## src/rtl/mole_round_sequencer_pkg.sv

```systemverilog
// mole_round_sequencer_pkg: state encoding, difficulty codes and mole on-window defaults
package mole_round_sequencer_pkg;
  typedef enum logic [2:0] {
    S_IDLE      = 3'd0,
    S_COUNTDOWN = 3'd1,
    S_SPAWN     = 3'd2,
    S_SHOW      = 3'd3,
    S_GAP       = 3'd4,
    S_GAMEOVER  = 3'd5
  } state_t;
  localparam logic [3:0] DIFF_MED  = 4'd2;
  localparam logic [3:0] DIFF_HARD = 4'd3;
  localparam int DEF_ON_EASY_MS = 2000;
  localparam int DEF_ON_MED_MS  = 1200;
  localparam int DEF_ON_HARD_MS = 700;
  // Any code other than medium or hard, including 1, plays at easy timing.
  function automatic logic [11:0] on_ms(input logic [3:0] d, input logic [11:0] easy, med, hard);
    return d == DIFF_HARD ? hard : d == DIFF_MED ? med : easy;
  endfunction
endpackage

```

## src/rtl/mole_round_sequencer_if.sv

```systemverilog
// mole_round_sequencer_if: game controls in, round status out
interface mole_round_sequencer_if #(parameter int SCORE_W = 12);
  logic               start;
  logic               abort;
  logic [3:0]         difficulty;
  logic               hit;
  logic               new_mole;
  logic               mole_active;
  logic [11:0]        countdown_ms;
  logic [7:0]         moles_left;
  logic [SCORE_W-1:0] score;
  logic [SCORE_W-1:0] high_score;
  logic               game_over;
  logic [2:0]         state_o;
  modport master (
    output start, abort, difficulty, hit,
    input  new_mole, mole_active, countdown_ms, moles_left, score, high_score, game_over, state_o
  );
  modport slave (
    input  start, abort, difficulty, hit,
    output new_mole, mole_active, countdown_ms, moles_left, score, high_score, game_over, state_o
  );
endinterface

```

## src/rtl/mole_round_sequencer_ms_tick_gen.sv

```systemverilog
// ms_tick_gen: millisecond prescaler, restartable so every state starts on a whole-ms boundary
module ms_tick_gen #(parameter int CLKS_PER_MS = 50000) (
  input  logic clk,
  input  logic rst_n,
  input  logic clr,
  output logic tick
);
  localparam int CW = $clog2(CLKS_PER_MS + 1);
  logic [CW-1:0] cnt;
  // tick depends only on the count so the FSM can use it without a loop through clr
  assign tick = cnt == CW'(CLKS_PER_MS - 1);
  // count clk cycles, wrapping on each tick and restarting on clr
  always_ff @(posedge clk or negedge rst_n)
    if (!rst_n) cnt <= '0;
    else cnt <= (clr || tick) ? '0 : cnt + 1'b1;
endmodule

```

## src/rtl/mole_round_sequencer.sv

```systemverilog
// mole_round_sequencer: countdown, mole spawn/show/gap sequencing, scoring and high score
module mole_round_sequencer import mole_round_sequencer_pkg::*; #(
  parameter int CLKS_PER_MS  = 50000,
  parameter int NUM_MOLES    = 30,
  parameter int COUNTDOWN_MS = 3000,
  parameter int GAP_MS       = 250,
  parameter int SCORE_W      = 12,
  parameter int ON_EASY_MS   = DEF_ON_EASY_MS,
  parameter int ON_MED_MS    = DEF_ON_MED_MS,
  parameter int ON_HARD_MS   = DEF_ON_HARD_MS
) (
  input logic clk,
  input logic rst_n,
  mole_round_sequencer_if.slave bus
);
  state_t state, state_n;
  logic tick, expire, enter, launch;
  logic [11:0] ms_left, ms_left_n, dur, countdown_ms;
  logic [7:0] moles_left;
  logic [3:0] diff_lat;
  logic [SCORE_W-1:0] score, high_score;
  logic new_mole, mole_active, game_over;

  ms_tick_gen #(.CLKS_PER_MS(CLKS_PER_MS)) u_tick (.clk(clk), .rst_n(rst_n), .clr(enter), .tick(tick));

  assign expire = tick && ms_left <= 12'd1;
  assign enter  = state_n != state;
  assign launch = enter && state_n == S_COUNTDOWN;
  assign dur = state_n == S_COUNTDOWN ? 12'(COUNTDOWN_MS) :
               state_n == S_SHOW      ? on_ms(diff_lat, 12'(ON_EASY_MS), 12'(ON_MED_MS), 12'(ON_HARD_MS)) :
               state_n == S_GAP       ? 12'(GAP_MS) : 12'd0;
  assign ms_left_n = enter ? dur : (tick && ms_left != 12'd0) ? ms_left - 12'd1 : ms_left;

  assign bus.new_mole     = new_mole;
  assign bus.mole_active  = mole_active;
  assign bus.countdown_ms = countdown_ms;
  assign bus.moles_left   = moles_left;
  assign bus.score        = score;
  assign bus.high_score   = high_score;
  assign bus.game_over    = game_over;
  assign bus.state_o      = state;

  // state register
  always_ff @(posedge clk or negedge rst_n)
    if (!rst_n) state <= S_IDLE;
    else state <= state_n;

  // next state; abort overrides everything, including start
  always_comb begin
    state_n = state;
    case (state)
      S_IDLE, S_GAMEOVER: state_n = bus.start ? S_COUNTDOWN : state;
      S_COUNTDOWN:        state_n = expire ? S_SPAWN : state;
      S_SPAWN:            state_n = S_SHOW;
      S_SHOW:             state_n = (bus.hit || expire) ? S_GAP : state;
      S_GAP:              state_n = expire ? (moles_left == 8'd0 ? S_GAMEOVER : S_SPAWN) : state;
      default:            state_n = S_IDLE;
    endcase
    if (bus.abort) state_n = S_IDLE;
  end

  // ms timer, registered outputs, game setup, mole count and scoring
  always_ff @(posedge clk or negedge rst_n)
    if (!rst_n) begin
      ms_left      <= '0;
      countdown_ms <= '0;
      new_mole     <= 1'b0;
      mole_active  <= 1'b0;
      game_over    <= 1'b0;
      diff_lat     <= '0;
      moles_left   <= '0;
      score        <= '0;
      high_score   <= '0;
    end else begin
      ms_left      <= ms_left_n;
      countdown_ms <= state_n == S_COUNTDOWN ? ms_left_n : 12'd0;
      new_mole     <= state_n == S_SPAWN;
      mole_active  <= state_n == S_SHOW;
      game_over    <= state_n == S_GAMEOVER;
      if (launch) begin
        diff_lat   <= bus.difficulty;
        moles_left <= 8'(NUM_MOLES);
        score      <= '0;
      end else begin
        if (enter && state_n == S_SPAWN) moles_left <= moles_left - 8'd1;
        if (state == S_SHOW && bus.hit && !bus.abort && score != '1) score <= score + 1'b1;
      end
      if (enter && state_n == S_GAMEOVER && score > high_score) high_score <= score;
    end
endmodule

```

## src/flat_wrapper.sv

```systemverilog
// flat-port wrapper written by rule: the top's interface ports become plain ports
module mole_round_sequencer_flat import mole_round_sequencer_pkg::*;
#(
  parameter int CLKS_PER_MS  = 50000,
  parameter int NUM_MOLES    = 30,
  parameter int COUNTDOWN_MS = 3000,
  parameter int GAP_MS       = 250,
  parameter int SCORE_W      = 12,
  parameter int ON_EASY_MS   = DEF_ON_EASY_MS,
  parameter int ON_MED_MS    = DEF_ON_MED_MS,
  parameter int ON_HARD_MS   = DEF_ON_HARD_MS
)
  (clk, rst_n, bus_start, bus_abort, bus_difficulty, bus_hit, bus_new_mole, bus_mole_active, bus_countdown_ms, bus_moles_left, bus_score, bus_high_score, bus_game_over, bus_state_o);
  mole_round_sequencer_if #(.SCORE_W(SCORE_W)) bus_i ();
  input logic clk;
  input logic rst_n;
  input wire logic [$bits(bus_i.start)-1:0] bus_start;
  input wire logic [$bits(bus_i.abort)-1:0] bus_abort;
  input wire logic [$bits(bus_i.difficulty)-1:0] bus_difficulty;
  input wire logic [$bits(bus_i.hit)-1:0] bus_hit;
  output wire logic [$bits(bus_i.new_mole)-1:0] bus_new_mole;
  output wire logic [$bits(bus_i.mole_active)-1:0] bus_mole_active;
  output wire logic [$bits(bus_i.countdown_ms)-1:0] bus_countdown_ms;
  output wire logic [$bits(bus_i.moles_left)-1:0] bus_moles_left;
  output wire logic [$bits(bus_i.score)-1:0] bus_score;
  output wire logic [$bits(bus_i.high_score)-1:0] bus_high_score;
  output wire logic [$bits(bus_i.game_over)-1:0] bus_game_over;
  output wire logic [$bits(bus_i.state_o)-1:0] bus_state_o;
  assign bus_i.start = bus_start;
  assign bus_i.abort = bus_abort;
  assign bus_i.difficulty = bus_difficulty;
  assign bus_i.hit = bus_hit;
  assign bus_new_mole = bus_i.new_mole;
  assign bus_mole_active = bus_i.mole_active;
  assign bus_countdown_ms = bus_i.countdown_ms;
  assign bus_moles_left = bus_i.moles_left;
  assign bus_score = bus_i.score;
  assign bus_high_score = bus_i.high_score;
  assign bus_game_over = bus_i.game_over;
  assign bus_state_o = bus_i.state_o;
  mole_round_sequencer #(.CLKS_PER_MS(CLKS_PER_MS), .NUM_MOLES(NUM_MOLES), .COUNTDOWN_MS(COUNTDOWN_MS), .GAP_MS(GAP_MS), .SCORE_W(SCORE_W), .ON_EASY_MS(ON_EASY_MS), .ON_MED_MS(ON_MED_MS), .ON_HARD_MS(ON_HARD_MS)) u_core (.clk(clk), .rst_n(rst_n), .bus(bus_i));
endmodule
```

## config.mk

```make
export PLATFORM = sky130hd
export DESIGN_NAME = mole_round_sequencer_flat
export DESIGN_NICKNAME = d
export VERILOG_FILES = /design/src/rtl/mole_round_sequencer_pkg.sv /design/src/rtl/mole_round_sequencer_if.sv /design/src/rtl/mole_round_sequencer_ms_tick_gen.sv /design/src/rtl/mole_round_sequencer.sv /design/src/flat_wrapper.sv
export SDC_FILE = /design/constraint.sdc
export NUM_CORES = 1
export LEC_CHECK = 0
export CORE_MARGIN = 8
export CORE_UTILIZATION = 29
export DETAILED_ROUTE_END_ITERATION = 16
export PLACE_DENSITY = 0.51
export SETUP_SLACK_MARGIN = 0.3
export SYNTH_ARGS = -nofsm -noshare
export SYNTH_HDL_FRONTEND = slang
export SYNTH_SLANG_ARGS = --single-unit
```

## constraint.sdc

```tcl
create_clock -name clk -period 2.8 [get_ports clk]
set_clock_uncertainty 0.05 [all_clocks]
set_input_delay 0.84 -clock clk [delete_from_list [all_inputs] [get_ports clk]]
set_output_delay 0.84 -clock clk [all_outputs]
set_load 0.01 [all_outputs]
```

==> results of run 1 <==
[final cells by class]
class                   instances  area [um^2]  share of cell area, %
clock buffers                  15          248                   3.65
flip-flops and latches         82         2050                   30.3
repair buffers                150         1460                   21.6
multi-input cells             315         2690                   39.7
inverters                      25         93.8                   1.38
well taps                     184          230                   3.40
[stage by stage]
stage	hold slack (ns)	setup slack [ns]	util, %	power (mW)
5_1_grt	0.441	-0.168	46.5	3.11
4_1_cts	0.423	-0.0519	44.9	2.96
6_report	0.413	-0.0856	46.5	2.98
2_1_floorplan	0.375	-0.0983	-	1.55
3_3_place_gp	0.388	-0.402	39.2	1.77
3_5_place_dp	0.394	-0.414	39.2	1.78
[state kept, by name, summed over array words and instances, names as in the netlist]
name,flops
u_core.ms_left,12
u_core.bus.state_o,3
u_core.diff_lat,4
u_core.bus.score,12
u_core.bus.mole_active,1
u_core.u_tick.cnt,16
u_core.bus.high_score,12
u_core.bus.moles_left,8
u_core.bus.new_mole,1
u_core.bus.countdown_ms,12
u_core.bus.game_over,1
[how the worst max path moves through the flow]
stage / endpoint / slack, ns / cells after the start
after global placement: u_core.bus.countdown_ms[2] / -0.40 / 8
final: u_core.bus.high_score[10] / -0.09 / 8
after global routing: u_core.diff_lat[1] / -0.17 / 8
after floorplan: u_core.bus.high_score[0] / -0.1 / 8
after CTS: u_core.bus.high_score[10] / -0.05 / 7
after detailed placement: u_core.ms_left[9] / -0.41 / 8
[cells in the final DEF, fill, tap and decap left out, types with 9 or more instances in the layout]
master / n
sky130_fd_sc_hd__and3_1: 10
sky130_fd_sc_hd__buf_6: 19
sky130_fd_sc_hd__nor2_4: 23
sky130_fd_sc_hd__nor2_1: 28
sky130_fd_sc_hd__mux2_4: 13
sky130_fd_sc_hd__inv_1: 22
sky130_fd_sc_hd__xor2_1: 11
sky130_fd_sc_hd__a21oi_1: 15
sky130_fd_sc_hd__ha_1: 17
sky130_fd_sc_hd__clkbuf_16: 10
sky130_fd_sc_hd__xnor2_1: 20
sky130_fd_sc_hd__dfrtp_1: 82
sky130_fd_sc_hd__buf_4: 65
sky130_fd_sc_hd__a31oi_1: 9
sky130_fd_sc_hd__nand2_1: 16
sky130_fd_sc_hd__clkdlybuf4s50_1: 54
sky130_fd_sc_hd__nand3_1: 15
[cell families after synthesis]
family / after synthesis / share of synthesized area, %
compound gates: 87 / 13.9
xor+xnor: 31 / 6.24
fa+ha+maj: 18 / 5.17
buf+inv: 37 / 3.36
flops: 82 / 47.1
mux: 19 / 4.80
simple gates: 160 / 19.3
[worst max-delay path: stages (launching register included)]
cell and delay [ns]:
sky130_fd_sc_hd__dfrtp_1 0.37, sky130_fd_sc_hd__or4_4 0.57, sky130_fd_sc_hd__or4_4 0.59, sky130_fd_sc_hd__o21ai_4 0.16
sky130_fd_sc_hd__nand2_2 0.09, sky130_fd_sc_hd__a2111oi_4 0.29, sky130_fd_sc_hd__buf_4 0.20, sky130_fd_sc_hd__clkbuf_16 0.16
sky130_fd_sc_hd__mux2_4 0.29
[routing by layer]
| layer | up-vias | share of wire [%] | global-route usage [%] |
|---|---|---|---|
| met2 | 63 | 51 | 23.9 |
| met5 | - | 0 | 0 |
| met4 | 0 | 1.3 | 2.80 |
| li1 | 1863 | - | - |
| met3 | 13 | 4.7 | 5.00 |
| met1 | 1940 | 42 | 15.2 |
[report_power, final]
part	total [mW]	switching, mW	leakage [nW]	internal (mW)
logic	0.608	0.290	1.62	0.318
clock network	1.04	0.442	0.118	0.598
registers	1.33	0.0602	1.08	1.27
total	2.98	0.792	2.82	2.18
[what timing repair did]
item / CTS / global route
hold buffers: 0 / 0
pin swaps: 32 / 19
cloned: 3 / 1
setup buffers: 12 / 9
gates resized for setup: 111 / 34
endpoints found under the setup margin: 75 / 77
==> flow_summary.ini, run 1 <==
[status]
outcome = finished, violations left
violated_checks = negative setup slack

[cells_and_area]
antenna_cells_inserted = 0
final_net_count = 610
areaGrowthSynthToFinish_pct = 55.8
finish.cell_count_without_fillers = 771
finalInstanceArea_um2 = 6780
fillerInstances = 1354
drive_gt1_share_pct = 34.6

[clock_network]
cts.clk_slew.worst_paths_ns = 0.06
cts.sinks = 82
tritoncts_clock_tree = built
clock_latency_ns = 0.34
cts-root-to-sink-buffers = 2
cts-root-buf = sky130_fd_sc_hd__clkbuf_16
cts_buf_count = 9
number_of_levels_the_h_tree_was_split_into = 3

[global_routing]
grt_pass1_wl_um = 21400
grt-ovfl-total = 0
maximum_number_of_pins_on_one_net_before_global_route_repair = 37
track_usage_pct = 13.5
initial_antenna_violation_count = 0
via_count_of_the_first_global_routing_pass = 4169

[synth]
yosysWarningCount = 0
synthTopCellsByCount = sky130_fd_sc_hd__dfrtp_1, sky130_fd_sc_hd__nor2_1, sky130_fd_sc_hd__a21oi_1, sky130_fd_sc_hd__inv_1, sky130_fd_sc_hd__xnor2_1
netlist.area_leader.share_pct = 47.1
synthesis.area_um2 = 4350
synthDistinctLibCells = 62
post_synthesis_sequential_area_ratio_pct = 47.1
syn_avg_cell_area_um2 = 10.0
synthesized_netlist_cell_count = 434
synthDominantAreaCellType = sky130_fd_sc_hd__dfrtp_1
synth_top_flop_cell = sky130_fd_sc_hd__dfrtp_1
synth.net_count = 461
synth-seq-cells = 82
synthTopCellsByArea = sky130_fd_sc_hd__dfrtp_1, sky130_fd_sc_hd__ha_1, sky130_fd_sc_hd__nor2_1, sky130_fd_sc_hd__xnor2_1, sky130_fd_sc_hd__mux2_2
synth_enable_flop_cells = 0
postSynth.asyncResetShare_pct = 100
synth_most_common_cell = sky130_fd_sc_hd__dfrtp_1

[floorplanning]
floorplan.die.height_um = 139
io-pin-count = 59
placeableCoreArea_um2 = 14600
fp.dieW_um = 139
floorplan.initialDensity_pct = 29.8
fp-row-count = 44
die-area_um2 = 19200

[timing]
timing.final.setup_violations = 23
timing_max_transition_violations_final = 0
hold_violations = 0
max_slew_margin_pct = 50.0
unrepaired_setup_endpoints_after_global_routing = true
period_share_pct = 103
min_period_ns = 2.89
final.setup.tns_ns = -0.960
postLayoutSetupSlackWorst_ns = -0.0856
max_slew.worst_pin.slew_ns = 0.741
max_freq_ghz = 0.347

[route]
antenna_left = 0
drt_wl_total_um = 12700
vias_after_detailed_routing = 3879
detail_route.iter0.violations = 166
post_drt_wl_per_cell_um = 16.5
route.detailed.drc = 0
vias_per_cell = 5.03
dr.pass1.iters = 4

[critical_path]
crit_start = u_core.ms_left[6]
timing.critical_path.required_ns = 2.98
worst_r2r_start = u_core.ms_left[6]
reg2reg_to = u_core.bus.high_score[10]
crit_arrival_ns = 3.06
critPathCaptureType = flop
setup.worst_path.start_class = flop
critical_path_peak_fanout = 5
reg2reg_setup_slack_ns = -0.09
critPathKind = reg -> reg
number_of_cell_instances_on_the_worst_register_to_register_path = 8

[job]
maxCapViolations = 0

[place]
number_of_input_and_output_port_buffers_inserted = 58
post_place_cell_area_um2 = 5720
dp_hpwl_um = 8770
placed_cells = 731
gp_congestion = 0.789

[pwr]
peakVddDrop_mv = 0.296
power_per_cell_area_nw_per_um2 = 439
total_leakage_power_nw = 2.82

[worst_hold_path]
hp-class = in -> async
Power figures use the tool's default switching activity.
==> inputs of run 2 (changes only) <==
Settings changed: SETUP_SLACK_MARGIN 0.3 to 0.05.
==> run 2 against run 1 <==
  * First-iteration DRC count increased by 25%
  * The flow still finishes with violations (negative setup slack)
  * Routed wire length fell by 9.1%
  * Combinational power fell by 27%
==> flow_summary.ini, run 2 (synthesized netlist as in run 1, its figures left out) <==
[status]
outcome = finished, violations left
violated_checks = negative setup slack

[timing]
max_slew_margin_pct = 50.9
max_slew.worst_pin.slew_ns = 0.727
timing_max_transition_violations_final = 0
min_period_ns = 2.88
timing.final.setup_violations = 18
period_share_pct = 103
postLayoutSetupSlackWorst_ns = -0.0843
unrepaired_setup_endpoints_after_global_routing = true
max_freq_ghz = 0.347
hold_violations = 0

[global_routing]
grt_pass1_wl_um = 19800
via_count_of_the_first_global_routing_pass = 3869
grt-ovfl-total = 0
track_usage_pct = 12.5
initial_antenna_violation_count = 0
maximum_number_of_pins_on_one_net_before_global_route_repair = 41

[worst_hold_path]
hp-class = in -> async

[critical_path]
critical_path_peak_fanout = 11
critPathCaptureType = flop
critPathKind = reg -> reg
timing.critical_path.required_ns = 2.98
setup.worst_path.start_class = flop
crit_arrival_ns = 3.07

[pwr]
peakVddDrop_mv = 0.247
power_per_cell_area_nw_per_um2 = 512
total_leakage_power_nw = 2.68
finalPower_mw = 3.13

[cells_and_area]
register_area_um2 = 2050
fillerInstances = 1393
drive_gt1_share_pct = 22.5
multi_input_area_um2 = 2250
antenna_cells_inserted = 0
layout.cells.most_common = sky130_fd_sc_hd__dfrtp_1
largest_reg_flops = 16
final_net_count = 586
areaGrowthSynthToFinish_pct = 40.3
layout_common_cells = sky130_fd_sc_hd__dfrtp_1, sky130_fd_sc_hd__buf_4, sky130_fd_sc_hd__nor2_1, sky130_fd_sc_hd__clkdlybuf4s50_1
finish.cell_count_without_fillers = 748
utilization_pct = 41.9
regMostFlops = u_core.u_tick.cnt

[floorplanning]
floorplan.die.height_um = 139
floorplan.initialDensity_pct = 29.8
die-area_um2 = 19200
fp-row-count = 44
io-pin-count = 59
placeableCoreArea_um2 = 14600
fp.dieW_um = 139

[route]
antenna_left = 0
route.detailed.drc = 0
detail_route.iter0.violations = 208
post_drt_wl_per_cell_um = 15.5
dr.pass1.iters = 4
drt_wl_total_um = 11600
vias_after_detailed_routing = 3679
vias_per_cell = 4.92

[place]
gp_congestion = 0.768
placed_cells = 727
number_of_input_and_output_port_buffers_inserted = 58
dp_hpwl_um = 8800

[clock_network]
cts.sinks = 82
cts_buf_count = 9
number_of_levels_the_h_tree_was_split_into = 3
clock_latency_ns = 0.35
post_cts_hold_buffer_count = 0
cts.clk_slew.worst_paths_ns = 0.06
cts-root-buf = sky130_fd_sc_hd__clkbuf_16
cts-root-to-sink-buffers = 2
tritoncts_clock_tree = built

[job]
maxCapViolations = 0
==> run 2: cell count changes in the layout (fill, tap and decap cells not counted), moves of 9 or more <==
cell / before / now
sky130_fd_sc_hd__mux2_2: 2 / 13
sky130_fd_sc_hd__buf_6: 19 / 1
sky130_fd_sc_hd__mux2_4: 13 / 2
sky130_fd_sc_hd__nor2_1: 28 / 58
sky130_fd_sc_hd__a21oi_1: 15 / 24
sky130_fd_sc_hd__nor2_4: 23 / 1
==> run 2: power breakdown <==
group | internal (mW) | total, mW | switching, mW
clock network | 0.869 | 1.36 | 0.492
logic | 0.226 | 0.446 | 0.220
registers | 1.27 | 1.32 | 0.0554
==> run 2: routing by layer <==
metal	track usage [%]	routed length, um	vias to the layer above
met5	0	0	-
met4	5.32	216	0
met3	2.81	429	14
met2	20.4	5630	63
met1	15.6	5300	1795
li1	-	-	1807
==> run 2: critical path: stages, from the launching register on <==
cell and delay [ns]:
sky130_fd_sc_hd__dfrtp_1 0.39, sky130_fd_sc_hd__or4_4 0.58, sky130_fd_sc_hd__or4_4 0.59, sky130_fd_sc_hd__o21ai_4 0.18
sky130_fd_sc_hd__nand2_2 0.10, sky130_fd_sc_hd__a2111oi_4 0.37, sky130_fd_sc_hd__buf_12 0.19, sky130_fd_sc_hd__mux2_2 0.33
==> run 2: stage by stage <==
| stage | instance area, um^2 | worst slack, ns | setup TNS (ns) | hold slack, ns |
|---|---|---|---|---|
| after CTS | 6060 | -0.105 | -1.52 | 0.330 |
| after floorplan | 4410 | -0.0983 | -1.56 | 0.375 |
| after global placement | 5660 | -0.380 | -17.79 | 0.396 |
| after detailed placement | 5660 | -0.388 | -19.83 | 0.399 |
| final | 6110 | -0.0843 | -1.14 | 0.335 |
| after global routing | 6110 | -0.174 | -3.99 | 0.346 |
==> run 2: cell type report <==
| cell class | count | area share, % |
|---|---|---|
| clock inverters | 7 | 1.93 |
| flip-flops and latches | 82 | 33.6 |
| clock buffers | 9 | 3.69 |
| well taps | 184 | 3.77 |
| multi-input cells | 315 | 36.9 |
| repair buffers | 126 | 18.6 |
| inverters | 25 | 1.54 |
==> run 2: worst paths after layout <==
kind                                           start                       end  slack, ns  cells after the start
worst max-delay path               u_core.ms_left[2]  u_core.bus.high_score[9]      -0.08                      7
max in group asynchronous                      rst_n         u_core.ms_left[2]       1.77                      2
min in group clk                u_core.u_tick.cnt[0]      u_core.u_tick.cnt[0]       0.40                      1
worst min-delay path                           rst_n     u_core.bus.state_o[1]       0.33                      1
worst max register to register     u_core.ms_left[2]  u_core.bus.high_score[9]      -0.08                      7
worst min register to register  u_core.u_tick.cnt[0]      u_core.u_tick.cnt[0]       0.40                      1
==> run 2: repair_timing <==
item | CTS | global route
pin swaps | 2 | 3
gates resized for setup | 10 | 5
buffers inserted | 2 | 3
endpoints found under the setup margin | 54 | 72
==> inputs of run 3 (changes only) <==
Settings changed: CORE_ASPECT_RATIO set to 0.5, SLEW_MARGIN set to 10.
Clock period 2.8 ns to 2.5 ns, I/O delays scaled along.
==> run 3 against run 2 <==
  * The run still ends with negative setup slack left
  * Hold slack worse by 0.046 ns
  * Die area up 1.2%
  * Sequential cell count unchanged
  * Setup slack got worse by 0.28 ns
  * Maximum frequency increased by 0.54%
==> flow_summary.ini, run 3 (synthesized netlist as in run 1, its figures left out) <==
[floorplanning]
fp-row-count = 31
io-pin-count = 59
floorplan.die.height_um = 103
die-area_um2 = 19400
placeableCoreArea_um2 = 14600
floorplan.initialDensity_pct = 29.8
fp.dieW_um = 189

[timing]
max_slew_margin_pct = 65.7
unrepaired_setup_endpoints_after_global_routing = true
timing.final.setup_violations = 71
hold-worst-slack_ns = 0.289
final.setup.tns_ns = -18.21
hold_violations = 0
max_freq_ghz = 0.349
period_share_pct = 115
min_period_ns = 2.87
max_slew.worst_pin.slew_ns = 0.502
postLayoutSetupSlackWorst_ns = -0.369
timing_max_transition_violations_final = 0

[critical_path]
critical_path_peak_fanout = 10
crit_arrival_ns = 3.08
worst_r2r_start = u_core.ms_left[6]
reg2reg_setup_slack_ns = -0.37
number_of_cell_instances_on_the_worst_register_to_register_path = 7
critPathKind = reg -> reg
critPathCaptureType = flop
timing.critical_path.required_ns = 2.71
setup.worst_path.start_class = flop
reg2reg_to = u_core.bus.countdown_ms[7]

[clock_network]
post_cts_hold_buffer_count = 0
cts.clk_slew.worst_paths_ns = 0.07
clock_latency_ns = 0.34
tritoncts_clock_tree = built
cts-root-to-sink-buffers = 2
cts-root-buf = sky130_fd_sc_hd__clkbuf_16
cts.sinks = 82
number_of_levels_the_h_tree_was_split_into = 3
cts_buf_count = 9

[route]
detail_route.iter0.violations = 201
antenna_left = 0
route.detailed.drc = 0
drt_wl_total_um = 13500
vias_after_detailed_routing = 4015
dr.pass1.iters = 4
post_drt_wl_per_cell_um = 16.3
vias_per_cell = 4.84

[pwr]
total_leakage_power_nw = 3.15
power.switching_mw = 0.979
internal_power_mw = 2.78
peakVddDrop_mv = 0.277
power_per_cell_area_nw_per_um2 = 516
power_frac_comb_pct = 19.5
clockPowerShare_pct = 41.0
netSwitchingFraction_pct = 26.1
finalPower_mw = 3.76
p_seq_share_pct = 39.5

[cells_and_area]
utilization_pct = 49.9
multi_input_area_um2 = 2690
regMostFlops = u_core.u_tick.cnt
finish.cell_count_without_fillers = 830
finalInstanceArea_um2 = 7280
antenna_cells_inserted = 0
register_area_um2 = 2050
areaGrowthSynthToFinish_pct = 67.2
layout.cells.most_common = sky130_fd_sc_hd__buf_4
largest_reg_flops = 16
drive_gt1_share_pct = 38.0
layout_common_cells = sky130_fd_sc_hd__buf_4, sky130_fd_sc_hd__dfrtp_1, sky130_fd_sc_hd__clkdlybuf4s50_1, sky130_fd_sc_hd__nor2_1, sky130_fd_sc_hd__inv_1
final_net_count = 654
fillerInstances = 1342

[global_routing]
global_route.usage.met3_pct = 2.77
track_usage_pct = 14.0
via_count_of_the_first_global_routing_pass = 4144
grt-ovfl-total = 0
maximum_number_of_pins_on_one_net_before_global_route_repair = 40
grt_pass1_wl_um = 21900
grt.busiest_layer = met2
initial_antenna_violation_count = 0
grt.met1_usage_pct = 19.0
global_route.usage.met2_pct = 23.1

[place]
place_worst_setup_slack_ns = -0.555
post_place_cell_area_um2 = 6070
gp_congestion = 0.778
placed_cells = 789
number_of_input_and_output_port_buffers_inserted = 58
dp_hpwl_um = 9130

[status]
violated_checks = negative setup slack
outcome = finished, violations left

[worst_hold_path]
hp-class = in -> async

[job]
maxCapViolations = 0
## run 3: changes by cell type in the layout (fill, tap and decap cells not counted), moves of 6 or more
cell / delta
sky130_fd_sc_hd__buf_4: +43
sky130_fd_sc_hd__buf_6: +15
sky130_fd_sc_hd__mux2_2: -12
sky130_fd_sc_hd__nor2_4: +13
sky130_fd_sc_hd__mux2_4: +12
sky130_fd_sc_hd__buf_12: +6
sky130_fd_sc_hd__nor2_1: -15
## run 3: worst max-delay path by stage
stage / from / slack, ns / endpoint
2_1_floorplan: u_core.ms_left[6] / -0.40 / u_core.bus.high_score[0]
3_3_place_gp: bus_abort / -0.56 / u_core.bus.countdown_ms[8]
3_5_place_dp: bus_start / -0.56 / u_core.bus.countdown_ms[6]
4_1_cts: u_core.ms_left[2] / -0.39 / u_core.bus.high_score[10]
5_1_grt: u_core.ms_left[7] / -0.46 / u_core.ms_left[4]
6_report: u_core.ms_left[6] / -0.37 / u_core.bus.countdown_ms[7]
## run 3: cell type report
| type | instances | area share (%) |
|---|---|---|
| clock buffer | 9 | 3.09 |
| clock inverter | 7 | 1.60 |
| tap | 198 | 3.40 |
| sequential | 82 | 28.2 |
| inverter | 25 | 1.29 |
| timing repair buffer | 193 | 25.5 |
| multi-input combinational | 316 | 37.0 |
## run 3: repair_timing
action | in CTS | in global routing
gates resized for setup | 96 | 32
pin swaps | 34 | 7
cloned | 4 | 1
setup endpoints to repair | 75 | 79
setup buffers | 16 | 7
## run 3: critical path, cell delays in order, from the launching register on
cell and delay, ns:
sky130_fd_sc_hd__dfrtp_1 0.39, sky130_fd_sc_hd__or4_4 0.58, sky130_fd_sc_hd__or4_4 0.59, sky130_fd_sc_hd__o21ai_4 0.17
sky130_fd_sc_hd__nand3_2 0.14, sky130_fd_sc_hd__or3_4 0.45, sky130_fd_sc_hd__bufbuf_16 0.30, sky130_fd_sc_hd__nor2_1 0.14
## run 3: routing by layer
metal | vias to the layer above | part of all wire (%)
met1 | 2000 | 50
met3 | 7 | 3.2
met5 | - | 0
met2 | 64 | 46
li1 | 1944 | -
met4 | 0 | 0.67
## run 3: power by group through the flow
stage | clock, mW | combinational (mW) | sequential (mW)
6_report | 1.54 | 0.731 | 1.48
4_1_cts | 1.57 | 0.686 | 1.48
5_1_grt | 1.62 | 0.791 | 1.49
3_3_place_gp | 0 | 0.529 | 1.50
3_5_place_dp | 0 | 0.530 | 1.50
2_1_floorplan | 0 | 0.220 | 1.52
